===== src/rtl/axi_rd_resp_router_pkg.sv =====
// Shared types and constants for the AXI read-response router and its output stage.
package axi_rd_resp_router_pkg;

  // AXI read response codes
  typedef enum logic [1:0] {
    RRESP_OKAY   = 2'b00,
    RRESP_EXOKAY = 2'b01,
    RRESP_SLVERR = 2'b10,
    RRESP_DECERR = 2'b11
  } rresp_e;

  // Router FSM encodings
  typedef enum logic {
    ST_IDLE  = 1'b0,
    ST_BURST = 1'b1
  } state_e;

  // Sticky error flag layout
  localparam int ERR_W     = 3;
  localparam int ERR_RRESP = 0;  // response other than OKAY on an accepted beat
  localparam int ERR_ID    = 1;  // popped ID was zero or had several bits set
  localparam int ERR_BEAT  = 2;  // rlast position disagrees with the burst length

endpackage


===== src/rtl/axi_rd_out_reg.sv =====
// One-entry registered valid/ready stage carrying {sel, last, data}.
// The one-hot sel picks which consumer sees valid; data and last are shared.
// Generic enough to serve the write-response path as well.
module axi_rd_out_reg #(
  parameter int SEL_W  = 2,
  parameter int DATA_W = 512
) (
  input  logic              clk,
  input  logic              rst,
  input  logic              i_load,
  input  logic [SEL_W-1:0]  i_sel,
  input  logic              i_last,
  input  logic [DATA_W-1:0] i_data,
  input  logic [SEL_W-1:0]  i_ready,
  output logic              o_in_ready,
  output logic [SEL_W-1:0]  o_valid,
  output logic              o_last,
  output logic [DATA_W-1:0] o_data
);

  logic              r_full;
  logic [SEL_W-1:0]  r_sel;
  logic              r_last;
  logic [DATA_W-1:0] r_data;
  logic              w_drain;

  // The held entry leaves when the consumer it targets is ready.
  assign w_drain    = r_full & (|(i_ready & r_sel));
  assign o_in_ready = ~r_full | w_drain;
  assign o_valid    = r_sel & {SEL_W{r_full}};
  assign o_last     = r_last;
  assign o_data     = r_data;

  // Capture a new entry or release the current one; contents hold while stalled.
  // NOTE: sequential state uses non-blocking assignments so every flop samples pre-edge values.
  // NOTE: the data register is reset too, because out_data must read zero straight out of reset.
  always_ff @(posedge clk or posedge rst) begin
    if (rst) begin
      r_full <= 1'b0;
      r_sel  <= '0;
      r_last <= 1'b0;
      r_data <= '0;
    end else if (i_load) begin
      r_full <= 1'b1;
      r_sel  <= i_sel;
      r_last <= i_last;
      r_data <= i_data;
    end else if (w_drain) begin
      r_full <= 1'b0;
    end
  end

endmodule


===== src/rtl/axi_rd_resp_router.sv =====
// Routes each AXI R-channel burst to the decompressor whose one-hot ID sits at the
// head of the ID queue, popping one ID per burst with no bubble between bursts.
// Optional feature: define BEAT_CHECK_EN to add the burst-length checker behind err[2].
module axi_rd_resp_router
  import axi_rd_resp_router_pkg::*;
#(
  parameter int NUM_DECOMPRESSOR = 2,
  parameter int DATA_WIDTH       = 512,
  parameter int BURST_LEN        = 64
) (
  input  logic                        clk,
  input  logic                        rst,
  input  logic [NUM_DECOMPRESSOR-1:0] id_select,
  input  logic                        id_empty,
  output logic                        id_rd_en,
  input  logic                        m_rvalid,
  output logic                        m_rready,
  input  logic [DATA_WIDTH-1:0]       m_rdata,
  input  logic                        m_rlast,
  input  logic [1:0]                  m_rresp,
  output logic [NUM_DECOMPRESSOR-1:0] out_valid,
  input  logic [NUM_DECOMPRESSOR-1:0] out_ready,
  output logic [DATA_WIDTH-1:0]       out_data,
  output logic                        out_last,
  output logic [ERR_W-1:0]            err,
  input  logic                        err_clr
);

  localparam int N = NUM_DECOMPRESSOR;

  state_e           r_state;
  state_e           w_state_nxt;
  logic [N-1:0]     r_sel_q;
  logic [ERR_W-1:0] r_err;
  logic [ERR_W-1:0] w_err_set;
  logic             w_sel_ok;
  logic             w_id_ok;
  logic             w_stage_ready;
  logic             w_accept;
  logic             w_load;
  logic             w_beat_err;

  function automatic logic is_onehot(input logic [N-1:0] v);
    return (v != '0) && ((v & (v - N'(1))) == '0);
  endfunction

  // A burst with a bad ID is swallowed: beats are accepted but never loaded.
  assign w_sel_ok = is_onehot(r_sel_q);
  assign w_id_ok  = is_onehot(id_select);
  assign w_accept = m_rvalid & m_rready;
  assign w_load   = w_accept & w_sel_ok;

  axi_rd_out_reg #(
    .SEL_W  (N),
    .DATA_W (DATA_WIDTH)
  ) u_out_reg (
    .clk        (clk),
    .rst        (rst),
    .i_load     (w_load),
    .i_sel      (r_sel_q),
    .i_last     (m_rlast),
    .i_data     (m_rdata),
    .i_ready    (out_ready),
    .o_in_ready (w_stage_ready),
    .o_valid    (out_valid),
    .o_last     (out_last),
    .o_data     (out_data)
  );

  // FSM state register
  always_ff @(posedge clk or posedge rst) begin
    if (rst) r_state <= ST_IDLE;
    else     r_state <= w_state_nxt;
  end

  // Next state, R-channel ready and ID pop; m_rready never looks at m_rvalid.
  // NOTE: every output of this block gets a default first so no path can infer a latch.
  always_comb begin
    w_state_nxt = r_state;
    m_rready    = 1'b0;
    id_rd_en    = 1'b0;
    case (r_state)
      ST_IDLE: begin
        if (!id_empty) begin
          id_rd_en    = 1'b1;
          w_state_nxt = ST_BURST;
        end
      end
      ST_BURST: begin
        m_rready = w_sel_ok ? w_stage_ready : 1'b1;
        if (m_rvalid && m_rready && m_rlast) begin
          if (id_empty) w_state_nxt = ST_IDLE;
          else          id_rd_en    = 1'b1;
        end
      end
      default: w_state_nxt = ST_IDLE;
    endcase
  end

  // Latch the head ID whenever it is popped.
  always_ff @(posedge clk or posedge rst) begin
    if (rst)           r_sel_q <= '0;
    else if (id_rd_en) r_sel_q <= id_select;
  end

`ifdef BEAT_CHECK_EN
  localparam int                BEAT_W    = $clog2(BURST_LEN) + 1;
  localparam logic [BEAT_W-1:0] LAST_BEAT = BEAT_W'(BURST_LEN - 1);

  logic [BEAT_W-1:0] r_beat_cnt;

  // Beat index within the current burst, restarted on every pop.
  always_ff @(posedge clk or posedge rst) begin
    if (rst)           r_beat_cnt <= '0;
    else if (id_rd_en) r_beat_cnt <= '0;
    else if (w_accept) r_beat_cnt <= r_beat_cnt + BEAT_W'(1);
  end

  assign w_beat_err = w_accept && (m_rlast != (r_beat_cnt == LAST_BEAT));
`else
  assign w_beat_err = 1'b0;
`endif

  // BURST_LEN only shapes the beat checker, but an unusable value is rejected in every build.
  if (BURST_LEN < 2) begin : g_burst_len_check
    $error("axi_rd_resp_router: BURST_LEN must be at least 2");
  end

  // Error set terms for this cycle.
  always_comb begin
    w_err_set            = '0;
    w_err_set[ERR_RRESP] = w_accept && (m_rresp != RRESP_OKAY);
    w_err_set[ERR_ID]    = id_rd_en && !w_id_ok;
    w_err_set[ERR_BEAT]  = w_beat_err;
  end

  // Sticky flags; a set in the same cycle as err_clr wins.
  always_ff @(posedge clk or posedge rst) begin
    if (rst) r_err <= '0;
    else     r_err <= (r_err & ~{ERR_W{err_clr}}) | w_err_set;
  end

  assign err = r_err;

endmodule

===== config.mk =====
export PLATFORM = sky130hd
export DESIGN_NAME = axi_rd_resp_router
export DESIGN_NICKNAME = d
export VERILOG_FILES = /design/src/rtl/axi_rd_resp_router_pkg.sv /design/src/rtl/axi_rd_out_reg.sv /design/src/rtl/axi_rd_resp_router.sv
export SDC_FILE = /design/constraint.sdc
export NUM_CORES = 1
export LEC_CHECK = 0
export BUFFER_PORTS_ARGS = -buffer_cell sky130_fd_sc_hd__buf_2
export CORE_AREA = 2 2 412 414
export CTS_BUF_LIST = sky130_fd_sc_hd__clkbuf_16
export DETAILED_ROUTE_END_ITERATION = 6
export DIE_AREA = 0 0 414 416
export GPL_TIMING_DRIVEN = 1
export REMOVE_ABC_BUFFERS = 1
export SLEW_MARGIN = 20
export SYNTH_ARGS = -nofsm -noshare
export SYNTH_HDL_FRONTEND = slang
export SYNTH_SLANG_ARGS = --single-unit

===== constraint.sdc =====
create_clock -name clk -period 16.5 [get_ports clk]
set_input_delay 2.475 -clock clk [delete_from_list [all_inputs] [get_ports clk]]
set_output_delay 2.475 -clock clk [all_outputs]
set_load 0.02 [all_outputs]

# After elaboration in Yosys (flattened, before gate mapping)
# Cells that the tools add are included.
# classes
n_addsub,2
multipliers,0
div,0
magnitude_cmp,0
n_eq_ne,0
shifts,0
mux,9
bitwise_logic,13
n_reduce_logical,14
# op_table
cell,count
2-bit bitwise AND,4
2-bit nonzero test,4
1-bit 2-to-1 mux,7
1-bit logical AND,6
2-bit zero test,2
1-bit one-hot mux with 2 select lines,2
2-bit by 1-bit subtractor with 2-bit output (second input constant),2
1-bit bitwise AND,3
3-bit bitwise AND,1
3-bit NOT,1
3-bit by 2-bit OR with 3-bit output,1
1-bit NOT,2
2-bit OR reduction,1
1-bit zero test,1
1-bit OR,1
# word_totals
regBits,522
latch_bits,0
mem_bits_rw,0
romBits,0
input_bits,524
out_inout_bits,520
elab_cells,45
mem_count,0

# Depth between registers and ports, before layout
# Gate-level depths: netlist of the first run.
# logic_depth
ltp_word,11
ltp_mapped,7

# Cells and area by module
# A second synthesis of the first run with hierarchy kept.
# unflattened
cells_unflattened,1136
hier_area_um2,19592.5
# modules_own_cells
mod,n_inst,cells_per_inst,area_per_inst_um2,seq_area_each_um2
axi_rd_out_reg,1,1095,19203.4,12912.4
axi_rd_resp_router,1,41,389.1,150.1

# Worst setup path before layout of the first run
# OpenSTA, ideal clock, no wires.
# synth_timing
path_kind,input to output
startpoint,input port out_ready[0]
endpoint,output port id_rd_en
arrival_ns,3.441
required_time_ns,14.025
path_slack_ns,10.584
stages,3
cell_sequence,a21bo_2 > nor3_1 > o22ai_1
# synth_via
elab_chain_cells,9
# synth_rtl
item,line_no,text
from (decl),axi_rd_resp_router.sv:22,"input logic [NUM_DECOMPRESSOR-1:0] out_ready,"
2-bit bitwise AND,axi_rd_out_reg.sv:28,assign w_drain = r_full & (|(i_ready & r_sel));
2-bit OR reduction,axi_rd_out_reg.sv:28,
1-bit bitwise AND,axi_rd_out_reg.sv:28,
1-bit OR,axi_rd_out_reg.sv:29,assign o_in_ready = ~r_full | w_drain;
1-bit 2-to-1 mux,axi_rd_resp_router.sv:90,m_rready = w_sel_ok ? w_stage_ready : 1'b1;
1-bit logical AND (2 in series),axi_rd_resp_router.sv:91,if (m_rvalid && m_rready && m_rlast) begin
1-bit 2-to-1 mux,axi_rd_resp_router.sv:91,
1-bit one-hot mux with 2 select lines,axi_rd_resp_router.sv:82,case (r_state)
to (decl),axi_rd_resp_router.sv:15,"output logic id_rd_en,"
# Every way passes these cells.

# Final worst setup path of the first run
# Ends and elaborated chain as after synthesis.

==> results of run 1 <==
==> power by group through the flow <==
stage	clock [mW]	sequential, mW	combinational, mW
global route	1.62	2.38	3.07
CTS	1.58	2.31	2.99
detailed placement	0	2.32	2.98
global placement	0	2.29	2.95
floorplan	0	3.07	1.20
finish	1.50	2.30	2.90
==> final cells by class <==
class,instances,area [um^2],share of cell area [%]
Sequential cell,522,13100,44.1
Multi-Input combinational cell,556,6080,20.5
Timing Repair Buffer,1057,5370,18.1
Tap cell,2218,2780,9.37
Clock buffer,70,1750,5.92
Clock inverter,54,470,1.59
Antenna cell,23,57.6,0.194
Inverter,8,37.5,0.127
==> path summary, 6_finish.rpt <==
| check | startpoint | to | slack (ns) | depth (start not counted) |
|---|---|---|---|---|
| hold reg to reg | u_out_reg.o_data[103] | u_out_reg.o_data[103] | 0.48 | 1 |
| min in group asynchronous | rst | u_out_reg.o_data[293] | 1.78 | 2 |
| max in group asynchronous | rst | u_out_reg.o_data[117] | 12.27 | 5 |
| setup / recovery | out_ready[0] | id_rd_en | 10.16 | 5 |
| setup reg to reg | r_sel_q[1] | u_out_reg.o_data[247] | 12.28 | 6 |
| hold / removal | u_out_reg.o_data[103] | u_out_reg.o_data[103] | 0.48 | 1 |
==> sequential cells by signal (all words and copies together) (netlist names) <==
| signal | cells |
|---|---|
| err | 3 |
| r_sel_q | 2 |
| r_state | 1 |
| u_out_reg.o_data | 512 |
| u_out_reg.o_last | 1 |
| u_out_reg.r_full | 1 |
| u_out_reg.r_sel | 2 |
==> cell usage after synthesis, types with 2 or more instances <==
| cell | count | area (um^2) |
|---|---|---|
| nand2_1 | 6 | 22.5 |
| o22ai_1 | 2 | 12.5 |
| buf_6 | 48 | 541 |
| o211ai_1 | 2 | 15.0 |
| nor2_1 | 3 | 11.3 |
| and2_1 | 5 | 31.3 |
| mux2_2 | 103 | 1160 |
| mux2_1 | 410 | 4620 |
| buf_8 | 4 | 60.1 |
| dfrtp_1 | 522 | 13100 |
| buf_2 | 5 | 25.0 |
| or4_1 | 2 | 15.0 |
| nand3_1 | 2 | 10.0 |
| a221oi_1 | 2 | 17.5 |
| o311ai_0 | 2 | 17.5 |
| inv_1 | 8 | 30.0 |
==> per-stage QoR <==
stage,util [%],instance area (um^2)
after floorplan,-,19200
after global placement,16.2,27300
after detailed placement,16.3,27300
after CTS,17.6,29500
after global routing,17.6,29600
final,17.6,29600
==> worst max-delay path, cell delays in order <==
cell	delay (ns)
buf_2	0.12
a21bo_2	0.23
nor3_1	0.65
o22ai_1	0.17
buf_2	0.20
==> cell usage in the layout (no fill, tap or decap), types with 2 or more instances in the layout <==
cell type   instances
inv_1              19
o311ai_0            2
and2_1              5
nand2_1             6
nor2_1              3
buf_12              2
mux2_1            410
clkinvlp_4          3
a221oi_1            2
bufinv_16           5
o211ai_1            2
o22ai_1             2
diode_2            23
clkinv_8            2
buf_4              11
clkinv_2            7
buf_2            1043
inv_6               8
or4_1               2
mux2_2            103
nand3_1             2
clkinv_1           11
clkinv_4            5
clkbuf_16          70
dfrtp_1           522
==> kinds of logic (layout without fill, tap and decap cells) <==
kind of cell              count (synthesis)  in the layout  synth area share [%]
muxes                                   513            513                  29.2
DFF                                     522            522                  66.0
AOI/OAI and AO/OA                        19             19                 0.803
and+or+nand+nor                          22             22                 0.594
xor gates and xnor gates                  2              2                0.0885
buffers and inverters                    67           1189                  3.37
other                                     0             23                     0
==> routing by layer <==
layer  global-route usage (%)  share of wire (%)  vias to the layer above  wire, um
met4                     3.94                3.1                      106      3190
met3                     8.36                 15                      278     15900
met5                        0               0.65                        -       670
met1                     11.4                 33                     7331     34100
met2                     19.3                 48                      715     49100
li1                         -                  -                     6261         -
==> impl_metrics.toml, run 1 <==
[power_and_ir_drop]
combPwrFrac_pct = 43.3
static-leakage-power_nw = 13.7
switching_share_pct = 42.9
seqPwrFrac_pct = 34.3
p_sw_mw = 2.87
total_power_mw = 6.70
ir_drop_mv = 0.0951
p_per_area_nw_per_um2 = 226
pwr-share-clk_pct = 22.4
internal_power_mw = 3.82

[sta]
fin_skew_ns = 0.0317
fin_crit_sh_pct = 38.4
tightest_slew_ns = 1.05
min_period_ns = 6.34
drv_slew = 0
finalSetupViolCount = 0
fmax_ghz = 0.158
rsz0062_at_grt = "no"
hold_ws_ns = 0.476
slew_headroom_pct = 29.8
worst_slack_ns = 10.16
hold_violations = 0
fin_setup_tns_ns = 0

[synth]
ys.flop_type = "dfrtp_1"
synth_seq_cells = 522
synth_edf_count = 0
ys_async_sr_fraction_pct = 100
yosysWarnings = 0
synth.distinct_cells = 35
synth_area_um2 = 19800
synth.avg_cell_area_um2 = 17.3
synth_cells = 1145
ys_seq_area_share_pct = 66.0

[worst_hold_path]
hp-class = "reg -> reg"

[die]
rows = 151
fp.coreArea_um2 = 168000
die_width_um = 414
dieHeight_um = 416
io_pins = 1044
dieArea_um2 = 172000
initial_core_util_pct = 11.8

[setup_path]
critPathKind = "in -> out"
cp_max_fo = 7
worstPathArrival_ns = 3.86
startpoint_type = "primary input"
critPathCaptureType = "primary output"
cp.required_ns = 14.03

[clock_network]
clock_path_buffers = 3
clkTransAtPathRegs_ns = 0.04
h-tree-depth = 3
cts-buffers-inserted = 70
cts_root_buf = "clkbuf_16"
insertion_delay_ns = 0.69
cts_tree = "yes"
clock_sinks = 522
cts_resized = 0
cts_hold_buf = 0
cts_setup_buffers = 0

[cells_and_area]
area_growth_pct = 49.5
nNetsFinal = 2739
fillCellCount = 18598
drive_above_1_share_pct = 55.8
layout.cells.non_filler = 4508

[detailed_routing]
final_antenna_net_count = 0
drt_wl_total_um = 103000
drc = 0
vias = 14691
viasPerCell = 3.26
first_pass_iters = 5
wl_per_cell_um = 22.9
drt_iter0_markers = 656

[place]
place_inst = 4361
portBuffers = 1043
pre_cts_ws_ns = 10.21
place_congestion = 0.897
hpwl_um = 86000

[global_routing]
grt_pass1_wl_um = 135000
grt_start_max_net_pins = 162
first_global_vias = 14973
track_usage_pct = 11.7
antenna_found_initial = 114
gr-total-overflow = 0

[outcome]
status = "complete, no violations"

[run]
cap_violations = 0
(Power assumes the default switching activity.)
==> run 2: changes to the inputs <==
- CORE_AREA: 2 2 412 414 -> 2 2 405 407
- DIE_AREA: 0 0 414 416 -> 0 0 407 409
- clock period: 16.5 -> 6.15 ns (I/O delays scaled with it)
==> impl_metrics.toml, run 2 (synthesis results as in run 1) <==
[outcome]
status = "complete, no violations"

[die]
fp.coreArea_um2 = 162000
io_pins = 1044
rows = 148
initial_core_util_pct = 12.2
dieHeight_um = 409
die_width_um = 407
dieArea_um2 = 166000

[clock_network]
cts_root_buf = "clkbuf_16"
h-tree-depth = 3
insertion_delay_ns = 0.68
clock_path_buffers = 3
cts_hold_buf = 0
cts_resized = 0
clkTransAtPathRegs_ns = 0.06
cts-buffers-inserted = 71
clock_sinks = 522
cts_tree = "yes"
cts_setup_buffers = 0

[setup_path]
critPathCaptureType = "primary output"
crit_start = "u_out_reg.r_full"
cp_max_fo = 7
cp.required_ns = 5.23
startpoint_type = "flop"
worstPathArrival_ns = 2.44
rr_startpoint = "r_sel_q[1]"
critPathKind = "reg -> out"
worst-r2r-cell-count = 4

[global_routing]
track_usage_pct = 12.5
first_global_vias = 14871
grt_pass1_wl_um = 137000
gr-total-overflow = 0
antenna_found_initial = 163
grt_start_max_net_pins = 146

[place]
portBuffers = 1043
hpwl_um = 89100
placedInstanceArea_um2 = 27300
place_congestion = 0.890

[sta]
slew_headroom_pct = 38.3
rsz0062_at_grt = "no"
hold_violations = 0
min_period_ns = 3.36
drv_slew = 0
fin_skew_ns = 0.0231
fin_crit_sh_pct = 54.7
tightest_slew_ns = 0.926
finalSetupViolCount = 0
fin_setup_tns_ns = 0
fmax_ghz = 0.297

[detailed_routing]
top_layer_used = "met5"
drc = 0
drt_wl_total_um = 107000
dr_wl_met3_um = 16700
first_pass_iters = 4
vias = 14825
wl_met1_um = 37100
final_antenna_net_count = 0
wl_per_cell_um = 24.0
drt_iter0_markers = 606
route.met2.wl_um = 47000
viasPerCell = 3.32

[cells_and_area]
final_common_cell = "buf_2"
largest_reg_flops = 512
layout_common_cells = "buf_2, dfrtp_1, mux2_1"
area_growth_pct = 50.6
nNetsFinal = 2735
drive_above_1_share_pct = 55.9
stdcell_area_um2 = 29800

[worst_hold_path]
hp-class = "in -> async"

[power_and_ir_drop]
total_power_mw = 18.3
ir_drop_mv = 0.252
static-leakage-power_nw = 13.8
p_per_area_nw_per_um2 = 615

[run]
cap_violations = 0
-- run 2: cell types whose count changed in the layout (fill, tap and decap cells not counted), sizes merged --
cell / change
inv: -5
clkbuf: +1
bufinv: +6
clkinv: -2
clkinvlp: +4
buf: -5
diode: +5
-- run 2: metrics by stage --
| stage | hold slack, ns | utilization (%) | std cells | setup WS (ns) |
|---|---|---|---|---|
| CTS | 0.367 | 18.4 | 4441 | 2.73 |
| finish | 0.394 | 18.4 | 4469 | 2.79 |
| global route | 0.401 | 18.4 | 4446 | 2.66 |
| floorplan | 0.505 | - | 1086 | -19.37 |
| detailed placement | 0.469 | 16.8 | 4313 | 2.71 |
| global placement | 0.462 | 16.8 | 4313 | 2.73 |
-- run 2: path summary, 6_finish.rpt --
check | endpoint | slack, ns
max | id_rd_en | 2.79
min reg2reg | u_out_reg.o_data[163] | 0.47
min in group clk | u_out_reg.o_data[391] | 0.46
max in group asynchronous | err[1] | 4.37
max reg2reg | u_out_reg.o_data[198] | 3.27
min | u_out_reg.o_data[155] | 0.39
-- run 2: metal layers --
metal / global-route usage, % / vias up
li1: - / 6240
met1: 13.0 / 7349
met2: 18.8 / 790
met3: 8.86 / 294
met4: 6.14 / 152
met5: 0 / -
-- run 2: layout make-up --
type                    instances  area [um^2]
diodes                         28         70.1
clock buffers                  71         1780
clock inverters                57          694
fillers                     17804       132000
inverters                       8         37.5
multi-input cells             556         6080
flip-flops and latches        522        13100
well taps                    2175         2720
repair buffers               1052         5380
-- run 2: power breakdown --
| group | internal [mW] | leakage [nW] | total, mW | switching, mW |
|---|---|---|---|---|
| combinational | 2.75 | 6.42 | 7.81 | 5.06 |
| clock | 2.61 | 1.21 | 4.43 | 1.81 |
| sequential | 5.21 | 6.15 | 6.10 | 0.894 |
-- run 2: worst max-delay path, stage by stage, from the launching register on --
cell and delay (ns):
dfrtp_1 0.45, a21bo_2 0.30, nor3_1 0.64, o22ai_1 0.17, buf_2 0.22
==> run 3: changes to the inputs <==
- CORE_AREA: 2 2 405 407 -> 2 2 412 414
- DIE_AREA: 0 0 407 409 -> 0 0 414 416
- clock period: 6.15 -> 3.05 ns (I/O delays scaled with it)
==> impl_metrics.toml, run 3 (synthesis results as in run 1) <==
[run]
cap_violations = 0

[power_and_ir_drop]
internal_power_mw = 21.5
p_sw_mw = 15.7
pwr-share-clk_pct = 22.5
combPwrFrac_pct = 44.1
seqPwrFrac_pct = 33.4
total_power_mw = 37.2
switching_share_pct = 42.1
static-leakage-power_nw = 15.9
ir_drop_mv = 0.534
p_per_area_nw_per_um2 = 1070

[detailed_routing]
wl_per_cell_um = 21.2
first_pass_iters = 4
viasPerCell = 3.34
drt_wl_total_um = 106000
drc = 0
drt_iter0_markers = 796
vias = 16751
final_antenna_net_count = 0

[sta]
min_period_ns = 2.68
tightest_slew_ns = 0.774
rsz0062_at_grt = "no"
fin_skew_ns = 0.0387
hold_violations = 0
fmax_ghz = 0.373
fin_crit_sh_pct = 87.9
hold_ws_ns = 0.0669
finalSetupViolCount = 0
fin_setup_tns_ns = 0
drv_slew = 0
slew_headroom_pct = 48.4

[global_routing]
gr-total-overflow = 0
grt_start_max_net_pins = 82
grt_pass1_wl_um = 145000
antenna_found_initial = 96
first_global_vias = 17784
track_usage_pct = 12.1

[die]
dieHeight_um = 416
dieArea_um2 = 172000
rows = 151
die_width_um = 414
io_pins = 1044
fp.coreArea_um2 = 168000
initial_core_util_pct = 11.8

[setup_path]
crit_chain = "xnor2_1 > nor3_1 > buf_4 > o22ai_1 > buf_2"
cp-endpoint = "id_rd_en"
critPathCaptureType = "primary output"
startpoint_type = "flop"
rr_startpoint = "r_sel_q[0]"
slowest_stage = "xnor2_1"
worst-r2r-cell-count = 5
cp_max_fo = 7
crit_start = "r_sel_q[0]"
critPathKind = "reg -> out"
critPathMaxStageDelay_ns = 0.51
cp.required_ns = 2.59
worstPathArrival_ns = 2.22
timing.rr.end = "u_out_reg.o_data[56]"
regToRegSetupSlack_ns = 0.58

[cells_and_area]
layout_common_cells = "buf_2, dfrtp_1, dlygate4sd3_1"
final_common_cell = "buf_2"
largest_reg_flops = 512
drive_above_1_share_pct = 46.6
area_growth_pct = 76.0
nNetsFinal = 3248
stdcell_area_um2 = 34900

[clock_network]
cts-buffers-inserted = 67
clock_path_buffers = 3
insertion_delay_ns = 0.69
clkTransAtPathRegs_ns = 0.06
h-tree-depth = 3
clock_sinks = 522
cts_root_buf = "clkbuf_16"
cts_tree = "yes"

[place]
portBuffers = 1043
hpwl_um = 87000
placedInstanceArea_um2 = 27700
place_congestion = 0.873

[outcome]
status = "complete, no violations"

[worst_hold_path]
hp-class = "in -> reg"
[run 3: layout make-up]
class | count | area (um^2)
Multi-Input combinational cell | 556 | 6080
Inverter | 8 | 37.5
Fill cell | 18092 | 133000
Timing Repair Buffer | 1569 | 10500
Tap cell | 2218 | 2780
Sequential cell | 522 | 13100
Antenna cell | 22 | 55.1
Clock buffer | 68 | 1700
Clock inverter | 56 | 612
[run 3: power by group through the flow]
stage | Sequential (mW) | Clock (mW) | Combinational, mW
after floorplan | 13.0 | 0 | 2.66
after global placement | 12.3 | 0 | 16.0
after detailed placement | 12.4 | 0 | 16.2
after CTS | 12.4 | 8.73 | 16.8
after global routing | 12.8 | 8.98 | 17.4
final | 12.4 | 8.37 | 16.4
[run 3: repair_timing]
action / CTS / global route
setup endpoints to repair: 0 / 0
hold endpoints to repair: 519 / 0
gates resized for setup: 0 / 0
hold buffers: 482 / 0
buffers inserted: 0 / 0
[run 3: metal layers]
layer / track usage (%) / wire length [um]
met2: 20.4 / 51100
met5: 0 / 514
met3: 6.90 / 12800
met1: 12.8 / 38700
met4: 3.87 / 3330
[run 3: worst min path at each step]
stage                          startpoint                    end  depth (start not counted)
floorplan              u_out_reg.r_sel[1]     u_out_reg.r_sel[1]                          1
global placement    u_out_reg.o_data[456]  u_out_reg.o_data[456]                          1
detailed placement  u_out_reg.o_data[414]  u_out_reg.o_data[414]                          1
CTS                          m_rdata[491]  u_out_reg.o_data[491]                          2
global route                 m_rdata[391]  u_out_reg.o_data[391]                          2
finish                       m_rdata[408]  u_out_reg.o_data[408]                          2
[run 3: metrics by stage]
stage / utilization, % / cells / worst slack [ns]
after global routing: 20.7 / 5007 / 0.214
after detailed placement: 16.4 / 4391 / 0.610
after CTS: 20.7 / 4997 / 0.287
after global placement: 16.4 / 4391 / 0.647
after floorplan: - / 1086 / -22.01
final: 20.7 / 5019 / 0.370
[run 3: critical path, delay by kind of cell, from the launching register on]
family	cells	cell delay, ns
xor gates and xnor gates	1	0.51
buffers and inverters	2	0.38
AOI/OAI and AO/OA	1	0.12
and+or+nand+nor	1	0.09
DFF	1	0.46
